`src/rtl/mips_pkg.sv`:
```
// Shared types and constants for the MEM-stage data-memory interface.
package mips_pkg;

    typedef enum logic [1:0] {
        IDLE    = 2'd0,
        RD_REQ  = 2'd1,
        RD_DONE = 2'd2
    } dmem_state_t;

    // Low byte-address bits that must be zero for a word access.
    localparam logic [1:0] WORD_ALIGN_MASK = 2'b11;

endpackage

```
`src/rtl/dmem_wbuf.sv`:
```
// One-entry posted write buffer: accepts a store when empty or when its
// current entry drains in the same cycle.
module dmem_wbuf #(
    parameter int unsigned AW = 32,
    parameter int unsigned DW = 32
) (
    input  logic          clk,
    input  logic          reset,
    input  logic          push,
    input  logic [AW-1:0] push_addr,
    input  logic [DW-1:0] push_data,
    input  logic          drain,
    output logic          valid,
    output logic [AW-1:0] addr,
    output logic [DW-1:0] data,
    output logic          can_accept,
    output logic          valid_nxt,
    output logic [AW-1:0] addr_nxt,
    output logic [DW-1:0] data_nxt
);

    always_comb begin
        can_accept = !valid || drain;
        valid_nxt  = push || (valid && !drain);
        addr_nxt   = push ? push_addr : addr;
        data_nxt   = push ? push_data : data;
    end

    always_ff @(posedge clk or negedge reset) begin
        if (!reset) begin
            valid <= 1'b0;
            addr  <= '0;
            data  <= '0;
        end else begin
            valid <= valid_nxt;
            addr  <= addr_nxt;
            data  <= data_nxt;
        end
    end

endmodule

```
`src/rtl/dmem_if_m.sv`:
```
// MEM-stage data-memory interface: req/ack bus to variable-latency memory,
// posted store buffer, load FSM, stall request and stall-cycle counter.
module dmem_if_m
    import mips_pkg::*;
#(
    parameter int unsigned AW    = 32,
    parameter int unsigned DW    = 32,
    parameter int unsigned CNT_W = 16
) (
    input  logic             clk,
    input  logic             reset,
    input  logic             memread_m,
    input  logic             memwrite_m,
    input  logic [AW-1:0]    aluout_m,
    input  logic [DW-1:0]    writedata_m,
    output logic [DW-1:0]    readdata_m,
    output logic             stall_m,
    output logic             mem_req,
    output logic             mem_we,
    output logic [AW-1:0]    mem_addr,
    output logic [DW-1:0]    mem_wdata,
    input  logic             mem_ack,
    input  logic [DW-1:0]    mem_rdata,
    output logic             misalign_err,
    output logic [CNT_W-1:0] stall_cnt
);

    dmem_state_t   state, state_nxt;
    logic          wb_valid, wb_valid_nxt, wb_can_accept;
    logic [AW-1:0] wb_addr, wb_addr_nxt;
    logic [DW-1:0] wb_data, wb_data_nxt;
    logic          drain_ack, rd_ack, push, stall_raw, misaligned;
    logic          req_nxt, we_nxt;
    logic [AW-1:0] addr_nxt, addr_aligned;
    logic [DW-1:0] wdata_nxt;

    dmem_wbuf #(
        .AW(AW),
        .DW(DW)
    ) u_wbuf (
        .clk        (clk),
        .reset      (reset),
        .push       (push),
        .push_addr  (addr_aligned),
        .push_data  (writedata_m),
        .drain      (drain_ack),
        .valid      (wb_valid),
        .addr       (wb_addr),
        .data       (wb_data),
        .can_accept (wb_can_accept),
        .valid_nxt  (wb_valid_nxt),
        .addr_nxt   (wb_addr_nxt),
        .data_nxt   (wb_data_nxt)
    );

    assign addr_aligned = {aluout_m[AW-1:2], 2'b00};
    assign misaligned   = |(aluout_m[1:0] & WORD_ALIGN_MASK);
    assign drain_ack    = wb_valid && mem_req && mem_we && mem_ack;
    assign rd_ack       = (state == RD_REQ) && mem_req && !mem_we && mem_ack;
    // Held low during reset so the hazard unit is released even if the
    // pipeline still presents a load.
    assign stall_m      = stall_raw && reset;

    always_comb begin
        state_nxt = state;
        stall_raw = 1'b0;
        push      = 1'b0;
        unique case (state)
            IDLE: begin
                if (memwrite_m) begin
                    stall_raw = !wb_can_accept;
                    push      = wb_can_accept;
                end else if (memread_m) begin
                    stall_raw = 1'b1;
                    if (wb_can_accept) state_nxt = RD_REQ;
                end
            end
            RD_REQ: begin
                stall_raw = 1'b1;
                if (rd_ack) state_nxt = RD_DONE;
            end
            RD_DONE: state_nxt = IDLE;
            default: state_nxt = IDLE;
        endcase
    end

    // Next bus beat: a read owns the bus; otherwise the buffer drains.
    always_comb begin
        req_nxt   = 1'b0;
        we_nxt    = 1'b0;
        addr_nxt  = mem_addr;
        wdata_nxt = mem_wdata;
        if (state_nxt == RD_REQ) begin
            req_nxt  = 1'b1;
            addr_nxt = (state == RD_REQ) ? mem_addr : addr_aligned;
        end else if (wb_valid_nxt) begin
            req_nxt   = 1'b1;
            we_nxt    = 1'b1;
            addr_nxt  = wb_addr_nxt;
            wdata_nxt = wb_data_nxt;
        end
    end

    always_ff @(posedge clk or negedge reset) begin
        if (!reset) begin
            state        <= IDLE;
            readdata_m   <= '0;
            mem_req      <= 1'b0;
            mem_we       <= 1'b0;
            mem_addr     <= '0;
            mem_wdata    <= '0;
            misalign_err <= 1'b0;
            stall_cnt    <= '0;
        end else begin
            state     <= state_nxt;
            mem_req   <= req_nxt;
            mem_we    <= we_nxt;
            mem_addr  <= addr_nxt;
            mem_wdata <= wdata_nxt;
            if (rd_ack) readdata_m <= mem_rdata;
            if (state == IDLE && (memread_m || memwrite_m) && misaligned) begin
                misalign_err <= 1'b1;
            end
            if (stall_m && !(&stall_cnt)) begin
                stall_cnt <= stall_cnt + {{(CNT_W-1){1'b0}}, 1'b1};
            end
        end
    end

endmodule

```
`config.mk`:
```
export PLATFORM = sky130hd
export DESIGN_NAME = dmem_if_m
export DESIGN_NICKNAME = d
export VERILOG_FILES = /design/src/rtl/mips_pkg.sv /design/src/rtl/dmem_wbuf.sv /design/src/rtl/dmem_if_m.sv
export SDC_FILE = /design/constraint.sdc
export NUM_CORES = 1
export LEC_CHECK = 0
export ABC_AREA = 1
export CAP_MARGIN = 5
export CORE_MARGIN = 2
export CORE_UTILIZATION = 35
export DETAILED_ROUTE_END_ITERATION = 10
export GPL_ROUTABILITY_DRIVEN = 0
export MAX_ROUTING_LAYER = met4
export SLEW_MARGIN = 20
export SYNTH_ARGS = -nofsm -noshare
export SYNTH_HDL_FRONTEND = slang
export SYNTH_SLANG_ARGS = --single-unit
```
`constraint.sdc`:
```
create_clock -name clk -period 2 [get_ports clk]
set_clock_uncertainty 0.1 [all_clocks]
set_input_delay 0.2 -clock clk [delete_from_list [all_inputs] [get_ports clk]]
set_output_delay 0.2 -clock clk [all_outputs]
set_load 0.1 [all_outputs]
```
# --- Word level (Yosys, flattened, before mapping) ---
# Cells that the tools add are included.
totals:
  input_bits: 101
  output_inout_bits: 116
  word_cells: 59
  reg_bits: 182
op_classes:
  n_addsub: 1
  n_mux: 18
  n_bitwise: 1
  reduce_logical: 25
  eq_ne: 3
ops:
  columns: ["op", "n"]
  rows:
  - ["2-to-1 mux 32 bit", 5]
  - ["adder 16 x 1 -> 16 bit, second input constant", 1]
  - ["AND reduction 16 bit", 1]
  - ["logical AND 1 bit", 11]
  - ["2-to-1 mux 2 bit", 4]
  - ["2-to-1 mux 1 bit", 7]
  - ["logical NOT 1 bit", 5]
  - ["== test 2 x 1 -> 1 bit, second input constant", 2]
  - ["one-hot mux 2 bit (2 select lines)", 1]
  - ["AND reduction 2 bit", 2]
  - ["logical OR 1 bit", 3]
  - ["logical NOT 2 bit", 1]
  - ["inequality test 2 bit, second input constant", 1]
  - ["one-hot mux 1 bit (2 select lines)", 1]
  - ["nonzero test 2 bit", 1]
  - ["OR reduction 2 bit", 1]
  - ["NOT 1 bit", 1]

# --- Depth between registers and ports, before layout ---
depth:
  word_depth: 11
  depth_mapped: 12
  depth_no_buf: 10

# --- Modules after synthesis ---
# Synthesis repeated with hierarchy kept, for this count alone.
hier_totals:
  hier_cells: 971
  area_unflattened_um2: 7820.0
by_module_without_submodules:
  columns: ["module", "seq_area_each_um2", "area_per_inst_um2", "instances", "cells_per_inst"]
  rows:
  - ["dmem_if_m", 2927.8, 5302.6, 1, 696]
  - ["dmem_wbuf", 1626.6, 2517.4, 1, 275]

# --- Worst setup path before layout ---
# No wires, ideal clock.
synth_timing:
  path_kind: "reg2reg"
  from: "register mem_we"
  to: "register stall_cnt[12]"
  n_path_buf: 1
  path_slack_ns: -0.348
  path_stages_with_launch: 9
  setup_time_ns: 0.068
  period_less_slack_ns: 2.348
  t_required_ns: 1.832
  arrival_time_ns: 2.180
  cell_sequence: "dfrtp_1 nand3_1 nand2_2 nand2_1 nand2_1 a21boi_2 buf_2 nand3_1 nand2_1"
synth_between:
  elab_chain_cells: 8
synth_lines:
  columns: ["item", "line", "rtl"]
  rows:
  - ["start: declaration", "dmem_if_m.sv:19", "output logic mem_we,"]
  - ["start signal: assignment", "dmem_if_m.sv:117", "mem_we <= we_nxt;"]
  - ["logical AND 1 bit (2 in series)", "dmem_if_m.sv:58", "assign drain_ack = wb_valid && mem_req && mem_we && mem_ack;"]
  - ["logical OR 1 bit", "dmem_wbuf.sv:23", "can_accept = !valid || drain;"]
  - ["logical NOT 1 bit", "dmem_if_m.sv:71", "stall_raw = !wb_can_accept;"]
  - ["2-to-1 mux 1 bit", "dmem_if_m.sv:70", "if (memwrite_m) begin"]
  - ["one-hot mux 1 bit (2 select lines)", "dmem_if_m.sv:68", "unique case (state)"]
  - ["logical AND 1 bit", "dmem_if_m.sv:62", "assign stall_m = stall_raw && reset;"]
  - ["via stall_m", "dmem_if_m.sv:17", "output logic stall_m,"]
  - ["logical AND 1 bit", "dmem_if_m.sv:124", "if (stall_m && !(&stall_cnt)) begin"]
  - ["end signal: assignment", "dmem_if_m.sv:125", "stall_cnt <= stall_cnt + {{(CNT_W-1){1'b0}}, 1'b1};"]
  - ["end: declaration", "dmem_if_m.sv:25", "output logic [CNT_W-1:0] stall_cnt"]
# The timed path passes the listed nets, and every way through them passes these cells.
# A chain may end at the register's enable or synchronous reset.

# --- Worst setup path after layout ---
layout_timing:
  from: "register state[1]"
  to: "output port stall_m"
layout_between:
  elab_chain_cells: 3
  elab_cells_between_ends: 4
  cone_classes: "eq/ne: 1; mux: 1; reduce/logical: 2"
layout_lines:
  columns: ["item", "line", "rtl"]
  rows:
  - ["start: declaration", "dmem_if_m.sv:28", "dmem_state_t state, state_nxt;"]
  - ["start signal: assignment", "dmem_if_m.sv:115", "state <= state_nxt;"]
  - ["== test 2 x 1 -> 1 bit / logical NOT 2 bit (equally long branches)", "dmem_if_m.sv:68", null]
  - ["one-hot mux 1 bit (2 select lines) *", "dmem_if_m.sv:68", null]
  - ["logical AND 1 bit *", "dmem_if_m.sv:62", null]
  - ["end: declaration", "dmem_if_m.sv:17", null]
# Every way passes the cells marked *; elsewhere a longest branch is shown, timed or not.

==> reports/qor.yml <==
outcome: "finished clean"
grt_pass1_wl_um: 34600
slew-limit-headroom: 0.623
critical_path.top_delay_family: "flip-flops"
final_area_mm2: 0.0111
grt_pass1_vias: 6680
cts_buffer_depth: 2
min_from: "mem_rdata[23]"
drc_errors: 0
postLayoutSetupSlackWorst_ps: 82.1
maxCapViolations: 0
crit_type: "register to primary output"
cp_data_required_time_ps: 1700
worstRegToRegCells: 8
antenna_found_initial: 2
area_delta_synth_final_pct: 38.1
yosysWarnings: 0
numCtsBuffers: 17
drive_gt1_frac: 0.186
track_usage: 0.185
cts-root-buf: "clkbuf_16"
start_util: 0.355
multi_input_area_mm2: 0.00287
drtAntennaViolNets: 0
post-place-ws_ps: 34.7
critPathLaunchType: "register"
dpl.hpwl_um: 14400
path_buf_inv: 3
nets: 1291
dieArea_mm2: 0.0241
cp.depth: 7
final_util: 0.490
fill_cells: 2240
slew_viol_final: 0
cts_tree: "built"
io_buffers: 216
area.sequential_mm2: 0.00458
grt_max_degree: 103
post-route-period-util: 0.959
fp.dieW_um: 155
wl_per_cell_um: 14.2
stdcell_count: 1489
crit_arrival_ps: 1620
syn_area_mm2: 0.00801
synthDistinctLibCells: 27
num_rows: 55
wirelength_um: 21200
clk_latency_ps: 430
hold_class: "input port to register"
die_height_um: 155
cp_max_fo: 4
clkTransAtPathRegs_ps: 80
core_area_mm2: 0.0226
cpPeakStageDelay_ps: 400
syn_avg_cell_area_um2: 8.28
hold_depth: 3
hold_violations: 0
tightest_slew_ps: 565
first_pass_iters: 5
worst_r2r_startpoint: "stall_cnt[0]$_DFFE_PN0P_"
grt-ovfl-total: 0
clock.fmax_mhz: 521
crit_slowest_cell: "dfrtp_1"
clock_sinks: 182
pin_count: 217
critPathLaunch: "state[1]$_DFF_PN0_"
seq_area_frac_synth: 0.569
dp_cells: 1448
viasPerCell: 4.64
cp-end-kind: "primary output"
initialDrtViolationCount: 350
place_area_mm2: 0.0104
finalSetupViolCount: 0
h-tree-depth: 4
synth_seq_cells: 182
synth_cells: 967
path_cells: "inv_2 > nand2_4 > nor2_4 > nand2_2 > a21boi_2 > buf_6 > buf_12"
period_minus_slack_ps: 1920
vias: 6908
syn_nets: 1069
[metrics by stage]
step	setup TNS [ps]	hold slack, ps
2_1_floorplan	0	-196
3_3_place_gp	0	215
3_5_place_dp	0	211
4_1_cts	0	177
5_1_grt	-0.998	183
6_report	0	198
[cell usage in the layout, fill, tap and decap left out, types with 2 or more instances in the layout]
cell             netlist  routed
nand2_1              417     416
dfrtp_1              182     167
buf_4                  8     139
nand3_1              104     103
clkdlybuf4s50_1        0      99
inv_1                 85      84
nand4_1               35      35
o21ai_0               25      25
clkbuf_16              0      17
o21ai_1               15      15
nor2_1                17      15
dfrtp_2                0      13
buf_12                 0      13
and2_1                 8       8
xnor2_1                8       8
inv_2                  5       6
inv_8                  0       5
nand2_4                1       3
nand2_2                4       3
inv_6                  0       3
clkinv_8               0       3
diode_2                0       2
nand3_2                1       2
nand3_4                2       2
nor2_2                 1       2
nor2_4                 1       2
clkinv_2               0       2
dfrtp_4                0       2
[tightest hold or removal path, cell delays in order]
cell             delay [ps]
clkdlybuf4s50_1         390
nand2_1                  60
nand2_1                  40
[final timing paths]
path	endpoint	slack [ps]
max	stall_m	80
min	readdata_m[23]$_DFFE_PN0P_	200
max reg2reg	stall_cnt[5]$_DFFE_PN0P_	260
min reg2reg	u_wbuf.addr[0]$_DFF_PN0_	360
max in group asynchronous	mem_addr[31]$_DFFE_PN0P_	960
min in group asynchronous	stall_cnt[12]$_DFFE_PN0P_	370
[layout make-up]
cell class	instances	share of cell area
flip-flops and latches	182	0.414
repair buffers	254	0.211
diodes	2	0.000453
well taps	285	0.0322
multi-input cells	644	0.259
clock buffers	17	0.0385
clock inverters	15	0.0143
inverters	90	0.0305
[flip-flops by register name, summed over array words and instances (netlist names), 2 cells and up]
| name | cells |
|---|---|
| readdata_m | 32 |
| stall_cnt | 16 |
| u_wbuf.data | 32 |
| mem_wdata | 32 |
| u_wbuf.addr | 32 |
| state | 2 |
| mem_addr | 32 |
[metal layers]
layer  GRT usage  up-vias  part of all wire
li1            -     3468                 -
met1       0.247     3235              0.46
met2       0.286      185              0.47
met3      0.0370       20             0.048
met4      0.0559        0             0.018
met5           -        -                 0
[cell families after synthesis]
kind of cell | after synthesis | synth area share
buffers and inverters | 141 | 0.0764
and+or+nand+nor | 593 | 0.317
adders and majority gates | 1 | 0.00156
DFF | 182 | 0.569
xor gates and xnor gates | 8 | 0.00875
AOI/OAI and AO/OA | 42 | 0.0275
[synthesized netlist by cell type, drive strengths merged]
| master | instances | share of area |
|---|---|---|
| inv | 90 | 0.042 |
| a21boi | 1 | 0.0014 |
| nor2 | 19 | 0.010 |
| dfrtp | 182 | 0.57 |
| buf | 34 | 0.026 |
| and2 | 8 | 0.0063 |
| ha | 1 | 0.0016 |
| nand3b | 1 | 0.00094 |
| clkbuf | 17 | 0.0081 |
| xnor2 | 8 | 0.0088 |
| nand3 | 107 | 0.071 |
| nand4 | 36 | 0.029 |
| nand2 | 422 | 0.20 |
| o21ai | 41 | 0.026 |
[timing repair]
action,4_1_cts,5_1_grt
endpoints found under the hold margin,182,0
resized for setup,5,3
hold buffers,1,0
setup endpoints to repair,1,1
buffers inserted,0,6
pin swaps,1,4
Power is not shown: default switching activity piles up to over one toggle a cycle in this logic, so the estimate is an artifact.
